File: src/rtl/mc_pkg.sv
// Shared encodings for the multicycle RV32 control unit: FSM states, opcodes,
// datapath mux selects and the DECODE routing helper.
package mc_pkg;

  typedef enum logic [3:0] {
    S_FETCH, S_DECODE, S_MEMADR, S_MEMREAD, S_MEMWB, S_MEMWRITE, S_EXECR,
    S_EXECI, S_LUI, S_ALUWB, S_BRANCH, S_JAL, S_JALR, S_LINK
  } state_t;

  localparam logic [6:0] OP_LOAD   = 7'b0000011;
  localparam logic [6:0] OP_STORE  = 7'b0100011;
  localparam logic [6:0] OP_RTYPE  = 7'b0110011;
  localparam logic [6:0] OP_ITYPE  = 7'b0010011;
  localparam logic [6:0] OP_LUI    = 7'b0110111;
  localparam logic [6:0] OP_BRANCH = 7'b1100011;
  localparam logic [6:0] OP_JAL    = 7'b1101111;
  localparam logic [6:0] OP_JALR   = 7'b1100111;

  localparam logic [2:0] ALU_ADD   = 3'b000;
  localparam logic [2:0] ALU_SUB   = 3'b001;
  localparam logic [2:0] ALU_AND   = 3'b010;
  localparam logic [2:0] ALU_OR    = 3'b011;
  localparam logic [2:0] ALU_SLT   = 3'b101;
  localparam logic [2:0] ALU_PASSB = 3'b111;

  localparam logic [2:0] IMM_I = 3'b000;
  localparam logic [2:0] IMM_S = 3'b001;
  localparam logic [2:0] IMM_B = 3'b010;
  localparam logic [2:0] IMM_J = 3'b011;
  localparam logic [2:0] IMM_U = 3'b100;

  localparam logic [1:0] SRCA_PC    = 2'b00;
  localparam logic [1:0] SRCA_OLDPC = 2'b01;
  localparam logic [1:0] SRCA_RS1   = 2'b10;

  localparam logic [1:0] SRCB_RS2  = 2'b00;
  localparam logic [1:0] SRCB_IMM  = 2'b01;
  localparam logic [1:0] SRCB_FOUR = 2'b10;

  localparam logic [1:0] RES_ALUOUT = 2'b00;
  localparam logic [1:0] RES_RDATA  = 2'b01;
  localparam logic [1:0] RES_ALU    = 2'b10;

  // S_FETCH doubles as the "illegal instruction" marker.
  function automatic state_t decode_next(input logic [6:0] op, input logic [2:0] f3);
    case (op)
      OP_LOAD, OP_STORE: decode_next = S_MEMADR;
      OP_RTYPE:          decode_next = S_EXECR;
      OP_ITYPE:          decode_next = S_EXECI;
      OP_LUI:            decode_next = S_LUI;
      OP_BRANCH:         decode_next = (f3 == 3'b000 || f3 == 3'b001) ? S_BRANCH : S_FETCH;
      OP_JAL:            decode_next = S_JAL;
      OP_JALR:           decode_next = S_JALR;
      default:           decode_next = S_FETCH;
    endcase
  endfunction

endpackage

File: src/rtl/alu_decoder.sv
// funct3/funct7 to ALU operation for register and immediate arithmetic.
module alu_decoder
  import mc_pkg::*;
(
  input  logic [2:0] funct3,
  input  logic       funct7b5,
  input  logic       opb5,
  output logic [2:0] alu_ctrl
);

  always_comb begin
    alu_ctrl = ALU_ADD;
    case (funct3)
      3'b110:  alu_ctrl = ALU_OR;
      3'b111:  alu_ctrl = ALU_AND;
      3'b010:  alu_ctrl = ALU_SLT;
      // only R-type (opb5) can mean sub; addi with imm bit 10 set stays add
      3'b000:  alu_ctrl = (funct7b5 && opb5) ? ALU_SUB : ALU_ADD;
      default: alu_ctrl = ALU_ADD;
    endcase
  end

endmodule

File: src/rtl/mc_control.sv
// Multicycle RV32 control FSM with a bounded memory handshake; outputs are
// decoded from the state plus the memory/branch status inputs.
module mc_control
  import mc_pkg::*;
#(
  parameter int MEM_TIMEOUT = 16
) (
  input  logic        clk,
  input  logic        rst,
  input  logic [31:0] Instr,
  input  logic        EQ,
  input  logic        mem_ready,
  output logic        mem_req,
  output logic        AdrSrc,
  output logic        IRWrite,
  output logic        PCWrite,
  output logic        RegWrite,
  output logic        MemWrite,
  output logic [1:0]  ALUsrcA,
  output logic [1:0]  ALUsrcB,
  output logic [2:0]  ImmSrc,
  output logic [2:0]  ALUctrl,
  output logic [1:0]  Resultsrc,
  output logic        instr_done,
  output logic        illegal,
  output logic        bus_err
);

  localparam int CW = (MEM_TIMEOUT > 0) ? $clog2(MEM_TIMEOUT + 1) : 1;
  localparam logic [CW-1:0] TO_LIM = CW'(MEM_TIMEOUT);

  state_t        state;
  logic [CW-1:0] wait_cnt;
  logic [6:0]    op;
  logic [2:0]    f3;
  logic [2:0]    alu_fn;
  logic          mem_state, to_c, req_c, ack;
  logic          unused_instr;

  assign op           = Instr[6:0];
  assign f3           = Instr[14:12];
  assign unused_instr = &{1'b0, Instr[31], Instr[29:15], Instr[11:7]};

  alu_decoder u_alu_dec (
    .funct3   (f3),
    .funct7b5 (Instr[30]),
    .opb5     (Instr[5]),
    .alu_ctrl (alu_fn)
  );

  assign mem_state = (state == S_FETCH) || (state == S_MEMREAD) || (state == S_MEMWRITE);
  // the timeout cycle itself drops the request, so a late ready is ignored
  assign to_c  = (MEM_TIMEOUT > 0) && mem_state && (wait_cnt == TO_LIM);
  assign req_c = mem_state && !to_c;
  assign ack   = req_c && mem_ready;

  always_ff @(posedge clk) begin
    if (rst) begin
      state    <= S_FETCH;
      wait_cnt <= '0;
    end else begin
      case (state)
        S_FETCH:    if (to_c) state <= S_FETCH; else if (ack) state <= S_DECODE;
        S_DECODE:   state <= decode_next(op, f3);
        S_MEMADR:   state <= (op == OP_STORE) ? S_MEMWRITE : S_MEMREAD;
        S_MEMREAD:  if (to_c) state <= S_FETCH; else if (ack) state <= S_MEMWB;
        S_MEMWRITE: if (to_c || ack) state <= S_FETCH;
        S_EXECR, S_EXECI, S_LUI, S_JAL, S_LINK: state <= S_ALUWB;
        S_JALR:     state <= S_LINK;
        default:    state <= S_FETCH;
      endcase
      // every exit from a memory state clears, so each entry starts from zero
      if (to_c || ack)
        wait_cnt <= '0;
      else if (req_c && !mem_ready)
        wait_cnt <= wait_cnt + CW'(1);
    end
  end

  always_comb begin
    mem_req    = 1'b0;
    AdrSrc     = 1'b0;
    IRWrite    = 1'b0;
    PCWrite    = 1'b0;
    RegWrite   = 1'b0;
    MemWrite   = 1'b0;
    ALUsrcA    = SRCA_PC;
    ALUsrcB    = SRCB_RS2;
    ImmSrc     = IMM_I;
    ALUctrl    = ALU_ADD;
    Resultsrc  = RES_ALUOUT;
    instr_done = 1'b0;
    illegal    = 1'b0;
    bus_err    = 1'b0;
    if (!rst) begin
      case (state)
        S_FETCH: begin
          mem_req = req_c;
          bus_err = to_c;
          if (ack) begin
            IRWrite   = 1'b1;
            PCWrite   = 1'b1;
            ALUsrcB   = SRCB_FOUR;
            Resultsrc = RES_ALU;
          end
        end
        S_DECODE: begin
          ALUsrcA = SRCA_OLDPC;
          ALUsrcB = SRCB_IMM;
          ImmSrc  = (op == OP_JAL) ? IMM_J : IMM_B;
          illegal = (decode_next(op, f3) == S_FETCH);
        end
        S_MEMADR: begin
          ALUsrcA = SRCA_RS1;
          ALUsrcB = SRCB_IMM;
          ImmSrc  = (op == OP_STORE) ? IMM_S : IMM_I;
        end
        S_MEMREAD: begin
          mem_req = req_c;
          AdrSrc  = req_c;
          bus_err = to_c;
        end
        S_MEMWB: begin
          Resultsrc  = RES_RDATA;
          RegWrite   = 1'b1;
          instr_done = 1'b1;
        end
        S_MEMWRITE: begin
          mem_req    = req_c;
          AdrSrc     = req_c;
          MemWrite   = req_c;
          instr_done = ack;
          bus_err    = to_c;
        end
        S_EXECR: begin
          ALUsrcA = SRCA_RS1;
          ALUctrl = alu_fn;
        end
        S_EXECI: begin
          ALUsrcA = SRCA_RS1;
          ALUsrcB = SRCB_IMM;
          ALUctrl = alu_fn;
        end
        S_LUI: begin
          ALUsrcB = SRCB_IMM;
          ImmSrc  = IMM_U;
          ALUctrl = ALU_PASSB;
        end
        S_ALUWB: begin
          RegWrite   = 1'b1;
          instr_done = 1'b1;
        end
        S_BRANCH: begin
          ALUsrcA    = SRCA_RS1;
          ALUctrl    = ALU_SUB;
          PCWrite    = ((f3 == 3'b000) && EQ) || ((f3 == 3'b001) && !EQ);
          instr_done = 1'b1;
        end
        S_JAL: begin
          PCWrite = 1'b1;
          ALUsrcA = SRCA_OLDPC;
          ALUsrcB = SRCB_FOUR;
        end
        S_JALR: begin
          ALUsrcA   = SRCA_RS1;
          ALUsrcB   = SRCB_IMM;
          Resultsrc = RES_ALU;
          PCWrite   = 1'b1;
        end
        S_LINK: begin
          ALUsrcA = SRCA_OLDPC;
          ALUsrcB = SRCB_FOUR;
        end
        default: ;
      endcase
    end
  end

endmodule

File: config.mk
export PLATFORM = sky130hd
export DESIGN_NAME = mc_control
export DESIGN_NICKNAME = d
export VERILOG_FILES = /design/src/rtl/mc_pkg.sv /design/src/rtl/alu_decoder.sv /design/src/rtl/mc_control.sv
export SDC_FILE = /design/constraint.sdc
export NUM_CORES = 1
export LEC_CHECK = 0
export CAP_MARGIN = 10
export CORE_MARGIN = 1
export CORE_UTILIZATION = 44
export DETAILED_ROUTE_END_ITERATION = 7
export HOLD_SLACK_MARGIN = 0.06
export PLACE_DENSITY = 0.86
export SYNTH_ARGS = -nofsm -noshare
export SYNTH_HDL_FRONTEND = slang
export SYNTH_SLANG_ARGS = --single-unit
File: constraint.sdc
create_clock -name clk -period 5.49 [get_ports clk]
set_input_delay 1.098 -clock clk [delete_from_list [all_inputs] [get_ports clk]]
set_output_delay 1.098 -clock clk [all_outputs]
set_load 0.02 [all_outputs]
After elaboration in Yosys (flattened, before gate mapping)
Index checks and enable logic that the tools add are counted.
{ "word_totals": {"regBits": 9, "latch_bits": 0, "rom_bits": 0, "ramBits": 0, "memories": 0, "elab_cells": 109, "output_inout_bits": 21} }
{ "classes": {"bitwise": 0, "n_div": 0, "eq_ne": 29, "multipliers": 0, "reduce_logical": 32, "shift": 0, "mux": 45, "magnitude_cmp": 0, "add_sub_neg": 1} }
{ "ops": {"columns": ["cell", "count"], "rows": [
  ["4-bit one-hot mux with 7 select lines", 2],
  ["4-bit 2-to-1 mux", 8],
  ["4-bit equality test (second input constant)", 6],
  ["7-bit by 6-bit equality test with 1-bit output (second input constant)", 3],
  ["7-bit equality test (second input constant)", 3],
  ["1-bit 2-to-1 mux", 20],
  ["3-bit one-hot mux with 3 select lines", 2],
  ["4-bit by 3-bit equality test with 1-bit output (second input constant)", 4],
  ["5-bit OR reduction", 3],
  ["2-bit OR reduction", 7],
  ["2-bit one-hot mux with 3 select lines", 2],
  ["3-bit one-hot mux with 4 select lines", 1],
  ["3-bit 2-to-1 mux", 3],
  ["3-bit OR reduction", 3],
  ["4-bit by 2-bit equality test with 1-bit output (second input constant)", 2],
  ["4-bit logical NOT", 2],
  ["2-bit 2-to-1 mux", 4],
  ["7-bit by 2-bit equality test with 1-bit output (second input constant)", 1],
  ["7-bit by 5-bit equality test with 1-bit output (second input constant)", 1],
  ["1-bit logical AND", 7],
  ["3-bit equality test (second input constant)", 2],
  ["3-bit != test (second input constant)", 2],
  ["5-bit by 1-bit adder with 5-bit output (second input constant)", 1],
  ["5-bit equality test (second input constant)", 1],
  ["other kinds (11)", 17]
]} }

Depth between registers and ports, before layout
Gate-level depths: netlist of the first run.
{ "depth": {"word_depth": 10, "ltp_mapped": 7, "mapped_depth_nobuf": 6} }

Modules after synthesis
A second synthesis of the first run with hierarchy kept.
{ "unflattened": {"hier_cells": 173, "area_unflattened_um2": 1171.1} }
{ "by_module_without_submodules": {"columns": ["mod", "area_per_inst_um2", "instances", "cells_each", "seq_area_each_um2"], "rows": [
  ["mc_control", 1142.3, 1, 168, 180.2],
  ["alu_decoder", 28.8, 1, 5, 0.0]
]} }

Least setup slack after synthesis of the first run
No wires, ideal clock.
{ "synth_path": {"path_kind": "input -> output", "startpoint": "input Instr[3]", "endpoint": "output ImmSrc[0]", "setup_slack_ps": 1905, "path_buffers": 0, "t_arrival_ps": 2487, "path_stages": 4, "cell_sequence": "nand3b_4 or4_4 or4_4 a21oi_2"} }
{ "synth_via": {"elab_chain_cells": 4} }
{ "synth_rtl": {"columns": ["item", "line_no", "source"], "rows": [
  ["from (decl)", "mc_control.sv:10", "input logic [31:0] Instr,"],
  ["7-bit by 6-bit equality test with 1-bit output / 7-bit equality test (equally long branches)", "mc_control.sv:116, mc_control.sv:110", null],
  ["1-bit 2-to-1 mux (on tied branches)", "mc_control.sv:116, mc_control.sv:110", null],
  ["3-bit one-hot mux with 3 select lines *", "mc_control.sv:96", "case (state)"],
  ["3-bit 2-to-1 mux *", "mc_control.sv:95", "if (!rst) begin"],
  ["to (decl)", "mc_control.sv:21", "output logic [2:0] ImmSrc,"]
]} }
Every way passes the cells marked *; elsewhere a longest branch is shown, timed or not.

Worst setup path after layout of the first run
{ "layout_path": {"startpoint": "input Instr[4]", "endpoint": "output ImmSrc[0]"} }
The elaborated chain is that of the path after synthesis.

==> flow_summary.yaml, run 1 <==
final_layout:
  area_growth_pct: 31.9
  final_nets: 232
  fill_cells: 223
  multi_input_area_sq_um: 896
  utilization_pct: 61.5
  regArea_sq_um: 180
  antennaDiodeCount: 0
  drive_gt1_share_pct: 8.29
  stdcell_count: 223
place:
  io_buffers: 35
  dp_hpwl_mm: 2.54
  gp_congestion: 0.919
  place_inst: 219
power_and_ir_drop:
  irDropWorstVdd_mv: 0.123
  cellPowerDensity_nw_per_um2: 150
  leakage_nw: 0.561
global_routing:
  grt_max_degree: 29
  grt_pass1_wl_mm: 5.46
  grt_pass1_vias: 1205
  antenna_found_initial: 0
  grt-ovfl-total: 0
  grtUsageTotal_pct: 25.8
critical_path:
  critPathTopFamily: "simple AND/OR/NAND/NOR gates"
  end_kind: "primary output"
  crit_start: "Instr[4]"
  path_cells: "clkdlybuf4s50_1 > nand2b_1 > or4_4 > or4_4 > a21oi_2 > clkdlybuf4s50_1"
  arrival_ns: 3.48
  worstReg2RegStart: "state[0]$_SDFFE_PP0P_"
  critPathBufInv: 2
  critPathRequiredTime_ns: 4.39
  timing.critical_path.slowest_cell_delay_ns: 0.61
  cp-start-kind: "primary input"
  cp_max_fo: 5
  critPathKind: "in2out"
  crit_path_top_delay_cell: "clkdlybuf4s50_1"
job:
  maxCapViolCount: 0
synth:
  ys_seq_area_share_pct: 15.5
  async_flop_share_pct: 0
  ys_seq_elements: 9
  yosys-top-cells-area: "dfxtp_1 15%, nor2_1 6.8%, o21ai_0 3.9%"
  synthMuxAreaShare_pct: 2.04
  synthAdderAreaFrac_pct: 2.15
  synth-xor-area-share_pct: 2.90
  synthCells: 166
  synth_area_leader_cell: "dfxtp_1"
  ys_top_cells_by_count: "21 x nor2_1, 10 x clkbuf_1, 10 x inv_1"
  netlist_area_sq_um: 1160
  synth_edf_count: 0
  synth_cell_types: 53
  synth_compound_area_share_pct: 30.0
  synth_nets: 204
  synth-simple-area-share_pct: 39.8
  syn_area_per_cell_sq_um: 7.02
  synthFlopType: "dfxtp_1"
  synth.most_common_cell: "nor2_1"
  synth_top_area_share_pct: 15.5
  yosysWarnings: 0
  synth_top_family_by_area: "simple AND/OR/NAND/NOR gates"
sta:
  setup_violations: 0
  hold_violations: 0
  rsz0062_at_grt: "no"
  tightestPinTransition_ns: 0.844
  setup-tns-final_ns: 0
  finClkSkew_ns: 0.0140
  period_share_pct: 83.5
  fin_crit_ns: 4.58
  maxSlewHeadroom_pct: 43.7
  whs_ns: 0.485
  max_freq_mhz: 218
  finalMaxSlewViolations: 0
routing:
  vias: 1400
  ant_nets: 0
  vias_per_cell: 6.28
  wl_mm: 3.46
  drt_iter0_drc: 65
  avgRoutedWirePerCell_um: 15.5
  drc_errors: 0
  drt-pass1-iter-count: 4
floorplan:
  num_io_pins: 57
  start_util_pct: 46.6
  die_h_um: 53.5
  die_width_um: 53.5
  rows: 18
  coreArea_sq_um: 2500
  dieArea_sq_um: 2860
clock_network:
  clk_path_buf_depth: 2
  root_buffer: "clkbuf_4"
  cts_sinks: 9
  insertion_delay_ns: 0.28
  cts_tree: "built"
  htreeDepth: 1
  path_clk_slew_ns: 0.08
  cts_inserted_buffers: 3
  cts_setup_buffers: 0
  cts_hold_buf: 0
  cts_resized: 0
worst_hold_path:
  hold_path.class: "reg2reg"
  hold_start: "wait_cnt[4]$_SDFFE_PP0P_"
status:
  status: "completed"
## through the flow
stage / instance area [sq um] / setup slack, ns / power [W]
detailed placement: 1510 / 0.905 / 0.000175
finish: 1540 / 0.908 / 0.000230
global route: 1540 / 0.849 / 0.000243
global placement: 1510 / 0.923 / 0.000172
floorplan: 1160 / 1.91 / 0.000137
CTS: 1540 / 0.906 / 0.000228
## power by group
group	internal (W)	leakage [nW]	switching, W
clock network	0.0000270	0.0177	0.0000276
logic	0.0000464	0.471	0.0000500
registers	0.0000682	0.0730	0.0000111
## state kept, by name, indices dropped and copies added (netlist names)
signal / count
state: 4
wait_cnt: 5
## final cells by class
type,instances,area share [%]
tap,30,2.44
timing repair buffer,36,23.3
clock buffer,3,1.47
clock inverter,1,0.326
sequential,9,11.7
inverter,10,2.44
multi-input combinational,134,58.3
## metal layers
layer	wire, um	vias to the layer above	share of wire (%)	GRT usage (%)
met5	0	-	0	0
met4	65	0	1.9	9.65
met3	221	10	6.4	3.16
met2	1700	71	49	41.5
met1	1470	643	43	34.5
li1	-	676	-	-
## cell families after synthesis
group	Yosys count
and+or+nand+nor	78
AOI/OAI and AO/OA	49
buffers and inverters	23
DFF	9
xor gates and xnor gates	3
muxes	2
adders and majority gates	2
## path summary, 6_finish.rpt
kind,end,slack (ns),cells after the start
setup / recovery,ImmSrc[0],0.91,6
hold / removal,wait_cnt[4]$_SDFFE_PP0P_,0.49,1
setup reg to reg,wait_cnt[4]$_SDFFE_PP0P_,3.29,4
hold reg to reg,wait_cnt[4]$_SDFFE_PP0P_,0.49,1
## layout by cell type, fill, tap and decap left out, drive strengths merged, types with 4 or more instances in the layout
cell,instances
clkdlybuf4s50,35
a21oi,8
nor2,21
a31oi,5
dfxtp,9
inv,10
o21ai,9
nand2,9
nor3,6
nand2b,7
nor4,4
or3,5
a211oi,4
nor2b,4
Note: power is estimated with default switching activity, not from simulation.
==> inputs of run 2 (changes only) <==
CORE_UTILIZATION = 37   (was 44)
PLACE_DENSITY = 0.77   (was 0.86)
clock period = 3.7 ns   (was 5.49 ns; I/O delays follow)
==> flow_summary.yaml, run 2 (synthesis results as in run 1) <==
clock_network:
  cts_inserted_buffers: 3
  path_clk_slew_ns: 0.07
  insertion_delay_ns: 0.27
  cts_sinks: 9
  root_buffer: "clkbuf_4"
  htreeDepth: 1
  clk_path_buf_depth: 2
  cts_tree: "built"
sta:
  finalMaxSlewViolations: 0
  setup-tns-final_ns: 0
  fin_crit_ns: 3.60
  finClkSkew_ns: 0.00626
  tightestPinTransition_ns: 0.690
  rsz0062_at_grt: "no"
  period_share_pct: 97.2
  setup_violations: 0
  hold_violations: 0
  maxSlewHeadroom_pct: 54.0
  max_freq_mhz: 278
place:
  dpl-instance-area_sq_um: 1620
  dp_hpwl_mm: 2.74
  io_buffers: 35
  gp_congestion: 0.884
global_routing:
  grt_pass1_wl_mm: 5.57
  antenna_found_initial: 0
  grtUsageTotal_pct: 20.9
  grt_pass1_vias: 1273
  grt_max_degree: 21
  grt-ovfl-total: 0
critical_path:
  end_kind: "primary output"
  arrival_ns: 2.86
  critPathKind: "in2out"
  rrSetupSlack_ns: 1.66
  r2r_cells: 4
  reg2reg_to: "wait_cnt[4]$_SDFFE_PP0P_"
  crit_start: "Instr[1]"
  cp-start-kind: "primary input"
  critPathRequiredTime_ns: 2.96
  cp_max_fo: 2
  worstReg2RegStart: "state[2]$_SDFFE_PP0P_"
floorplan:
  num_io_pins: 57
  die_h_um: 58.1
  coreArea_sq_um: 2880
  rows: 19
  die_width_um: 58.1
  dieArea_sq_um: 3380
  start_util_pct: 40.5
worst_hold_path:
  hold_start: "wait_cnt[4]$_SDFFE_PP0P_"
  hold_depth: 1
  hold_path.class: "reg2reg"
  min_to: "wait_cnt[4]$_SDFFE_PP0P_"
power_and_ir_drop:
  leakage_nw: 0.626
  combPwrFrac_pct: 45.0
  irDropWorstVdd_mv: 0.0867
  power.internal_w: 0.000220
  seq_power_share_pct: 32.7
  p_sw_w: 0.000129
  pwr-share-clk_pct: 22.4
  swShare_pct: 37.0
  cellPowerDensity_nw_per_um2: 212
  p_total_w: 0.000349
routing:
  avgRoutedWirePerCell_um: 14.4
  vias: 1456
  wl_mm: 3.56
  ant_nets: 0
  drt_iter0_drc: 61
  drt-pass1-iter-count: 4
  vias_per_cell: 5.87
  drc_errors: 0
final_layout:
  top_register: "wait_cnt"
  antennaDiodeCount: 0
  final_common_cell: "clkdlybuf4s50_1"
  final_nets: 245
  largest_reg_flops: 5
  drive_gt1_share_pct: 13.6
  reg.largest.list: "wait_cnt x5, state x4"
  utilization_pct: 57.2
  final_area_sq_um: 1650
  fill_cells: 258
  final_cell_mix: "34 x clkdlybuf4s50_1, 21 x nor2_1, 14 x buf_4, 10 x inv_1"
  area_growth_pct: 41.4
job:
  maxCapViolCount: 0
status:
  status: "completed"
run 2: cell count changes in the layout (fill, tap and decap cells not counted), sizes merged:
cell	delta
clkdlybuf4s50	-1
clkbuf	+1
buf	+13
clkinv	-1
dlygate4sd2	+1
run 2: what timing repair did:
action | CTS | global route
buffers inserted | 0 | 0
setup endpoints to repair | 1 | 0
resized for setup | 1 | 0
hold buffers | 0 | 0
run 2: worst max-delay path by stage:
stage                      endpoint  slack [ns]  depth (start not counted)
after global routing      ImmSrc[0]        0.03                          6
after detailed placement  ImmSrc[0]       -0.14                          6
after global placement    ImmSrc[0]       -0.13                          6
after CTS                 ImmSrc[0]        0.10                          6
final                     ImmSrc[0]        0.10                          6
after floorplan           ImmSrc[0]        0.83                          4
run 2: per-stage QoR:
step                hold slack (ns)  cells  setup slack, ns
floorplan                     0.428    166            0.831
global placement              0.457    244           -0.134
detailed placement            0.463    244           -0.145
CTS                           0.469    248            0.100
global route                  0.498    248           0.0312
finish                        0.478    248            0.105
run 2: worst max-delay path: stages:
cell and delay (ns):
clkdlybuf4s50_1 0.53, nand3b_4 0.10, or4_4 0.48, or4_4 0.50
a21oi_2 0.15, dlygate4sd2_1 0.35
run 2: cell type report:
| cell class | count | area (sq um) | area share, % |
|---|---|---|---|
| multi-input combinational | 134 | 896 | 54.4 |
| tap | 42 | 52.6 | 3.19 |
| clock buffer | 4 | 26.3 | 1.60 |
| sequential | 9 | 180 | 10.9 |
| timing repair buffer | 49 | 454 | 27.6 |
| inverter | 10 | 37.5 | 2.28 |
run 2: power groups by stage:
stage                     registers [W]  clock network, W  logic [W]
after global placement         0.000115                 0   0.000151
after CTS                      0.000114         0.0000792   0.000156
after global routing           0.000115         0.0000855   0.000167
after floorplan                0.000108                 0  0.0000952
after detailed placement       0.000116                 0   0.000155
final                          0.000114         0.0000781   0.000157
run 2: per-layer routing:
layer  vias up  GRT usage, %  routed length, um
met1       668          27.7               1560
met3         8          2.46                238
met5         -             0                  0
met2        72          35.3               1720
li1        708             -                  -
met4         0          6.80                 48
==> inputs of run 3 (changes only) <==
CORE_UTILIZATION = 44   (was 37)
PLACE_DENSITY = 0.86   (was 0.77)
SLEW_MARGIN = 20   (was not set)
clock period = 4.5 ns   (was 3.7 ns; I/O delays follow)
==> flow_summary.yaml, run 3 (synthesis results as in run 1) <==
status:
  status: "completed"
power_and_ir_drop:
  combPwrFrac_pct: 42.0
  pwr-share-clk_pct: 23.4
  irDropWorstVdd_mv: 0.158
  p_sw_w: 0.000106
  power.internal_w: 0.000174
  leakage_nw: 0.559
  p_total_w: 0.000280
  cellPowerDensity_nw_per_um2: 183
  seq_power_share_pct: 34.6
  swShare_pct: 37.8
critical_path:
  critPathKind: "in2out"
  end_kind: "primary output"
  timing.critical_path.slowest_cell_delay_ns: 0.61
  path_cells: "clkdlybuf4s50_1 > nand3b_4 > or4_4 > or4_4 > a21oi_2 > clkdlybuf4s50_1"
  crit_path_top_delay_cell: "clkdlybuf4s50_1"
  cp-start-kind: "primary input"
  critPathRequiredTime_ns: 3.60
  critPathBufInv: 2
  cp_max_fo: 5
  critPathTopFamily: "buffers and inverters"
  arrival_ns: 3.28
final_layout:
  drive_gt1_share_pct: 7.77
  final_cell_mix: "35 x clkdlybuf4s50_1, 21 x nor2_1, 10 x inv_1"
  reg.largest.list: "wait_cnt x5, state x4"
  area_growth_pct: 31.8
  top_register: "wait_cnt"
  largest_reg_flops: 5
  antennaDiodeCount: 0
  final_common_cell: "clkdlybuf4s50_1"
  fill_cells: 225
  final_nets: 232
floorplan:
  die_h_um: 53.5
  dieArea_sq_um: 2860
  start_util_pct: 46.6
  coreArea_sq_um: 2500
  rows: 18
  die_width_um: 53.5
  num_io_pins: 57
global_routing:
  grt-ovfl-total: 0
  grt_pass1_wl_mm: 5.51
  antenna_found_initial: 0
  grt_max_degree: 29
  grt_pass1_vias: 1267
  grtUsageTotal_pct: 26.1
sta:
  maxSlewHeadroom_pct: 44.7
  setup_violations: 0
  layout_setup_ws_ns: 0.316
  tightestPinTransition_ns: 0.828
  rsz0062_at_grt: "no"
  fin_crit_ns: 4.18
  setup-tns-final_ns: 0
  period_share_pct: 93.0
  hold_violations: 0
  max_freq_mhz: 239
  finalMaxSlewViolations: 0
  finClkSkew_ns: 0.00462
clock_network:
  cts_sinks: 9
  cts_resized: 0
  cts_setup_buffers: 0
  cts_hold_buf: 0
  root_buffer: "clkbuf_4"
  path_clk_slew_ns: 0.06
  cts_inserted_buffers: 3
  cts_tree: "built"
  clk_path_buf_depth: 2
  insertion_delay_ns: 0.27
  htreeDepth: 1
place:
  place_ws_ns: 0.313
  dp_hpwl_mm: 2.44
  gp_congestion: 0.896
  io_buffers: 35
routing:
  drt_iter0_drc: 48
  avgRoutedWirePerCell_um: 15.2
  vias_per_cell: 6.23
  wl_mm: 3.40
  vias: 1389
  drc_errors: 0
  ant_nets: 0
  drt-pass1-iter-count: 4
worst_hold_path:
  hold_path.class: "reg2reg"
job:
  maxCapViolCount: 0
==> run 3: path summary, 6_finish.rpt <==
check,start,cells after the start,to,slack (ns)
max,Instr[1],6,ImmSrc[0],0.32
min,wait_cnt[4]$_SDFFE_PP0P_,1,wait_cnt[4]$_SDFFE_PP0P_,0.49
max reg2reg,state[0]$_SDFFE_PP0P_,4,wait_cnt[4]$_SDFFE_PP0P_,2.27
min reg2reg,wait_cnt[4]$_SDFFE_PP0P_,1,wait_cnt[4]$_SDFFE_PP0P_,0.49
==> run 3: area by class of cell <==
class	instances	area, sq um	share of cell area [%]
multi-input combinational	134	896	58.4
timing repair buffer	36	358	23.3
inverter	10	37.5	2.44
sequential	9	180	11.7
clock buffer	4	26.3	1.71
tap	30	37.5	2.44
==> run 3: power by group through the flow <==
| stage | registers [W] | clock network (W) | logic, W |
|---|---|---|---|
| CTS | 0.0000964 | 0.0000666 | 0.000117 |
| finish | 0.0000970 | 0.0000656 | 0.000118 |
| detailed placement | 0.0000982 | 0 | 0.000116 |
| global placement | 0.0000974 | 0 | 0.000112 |
| floorplan | 0.0000890 | 0 | 0.0000782 |
| global route | 0.0000981 | 0.0000699 | 0.000126 |
==> run 3: metrics by stage <==
step                      hold slack [ns]  util [%]  area, sq um  instances
final                               0.488      61.4         1540        223
after global routing                0.517      61.4         1540        223
after CTS                           0.492      61.4         1540        223
after detailed placement            0.485      60.4         1510        219
after global placement              0.454      60.4         1510        219
after floorplan                     0.428         -         1160        166
==> run 3: metal layers <==
metal	GRT usage, %	share of wire [%]
met5	0	0
met4	13.2	2.2
met3	1.72	6.5
met2	43.1	47
met1	33.5	44
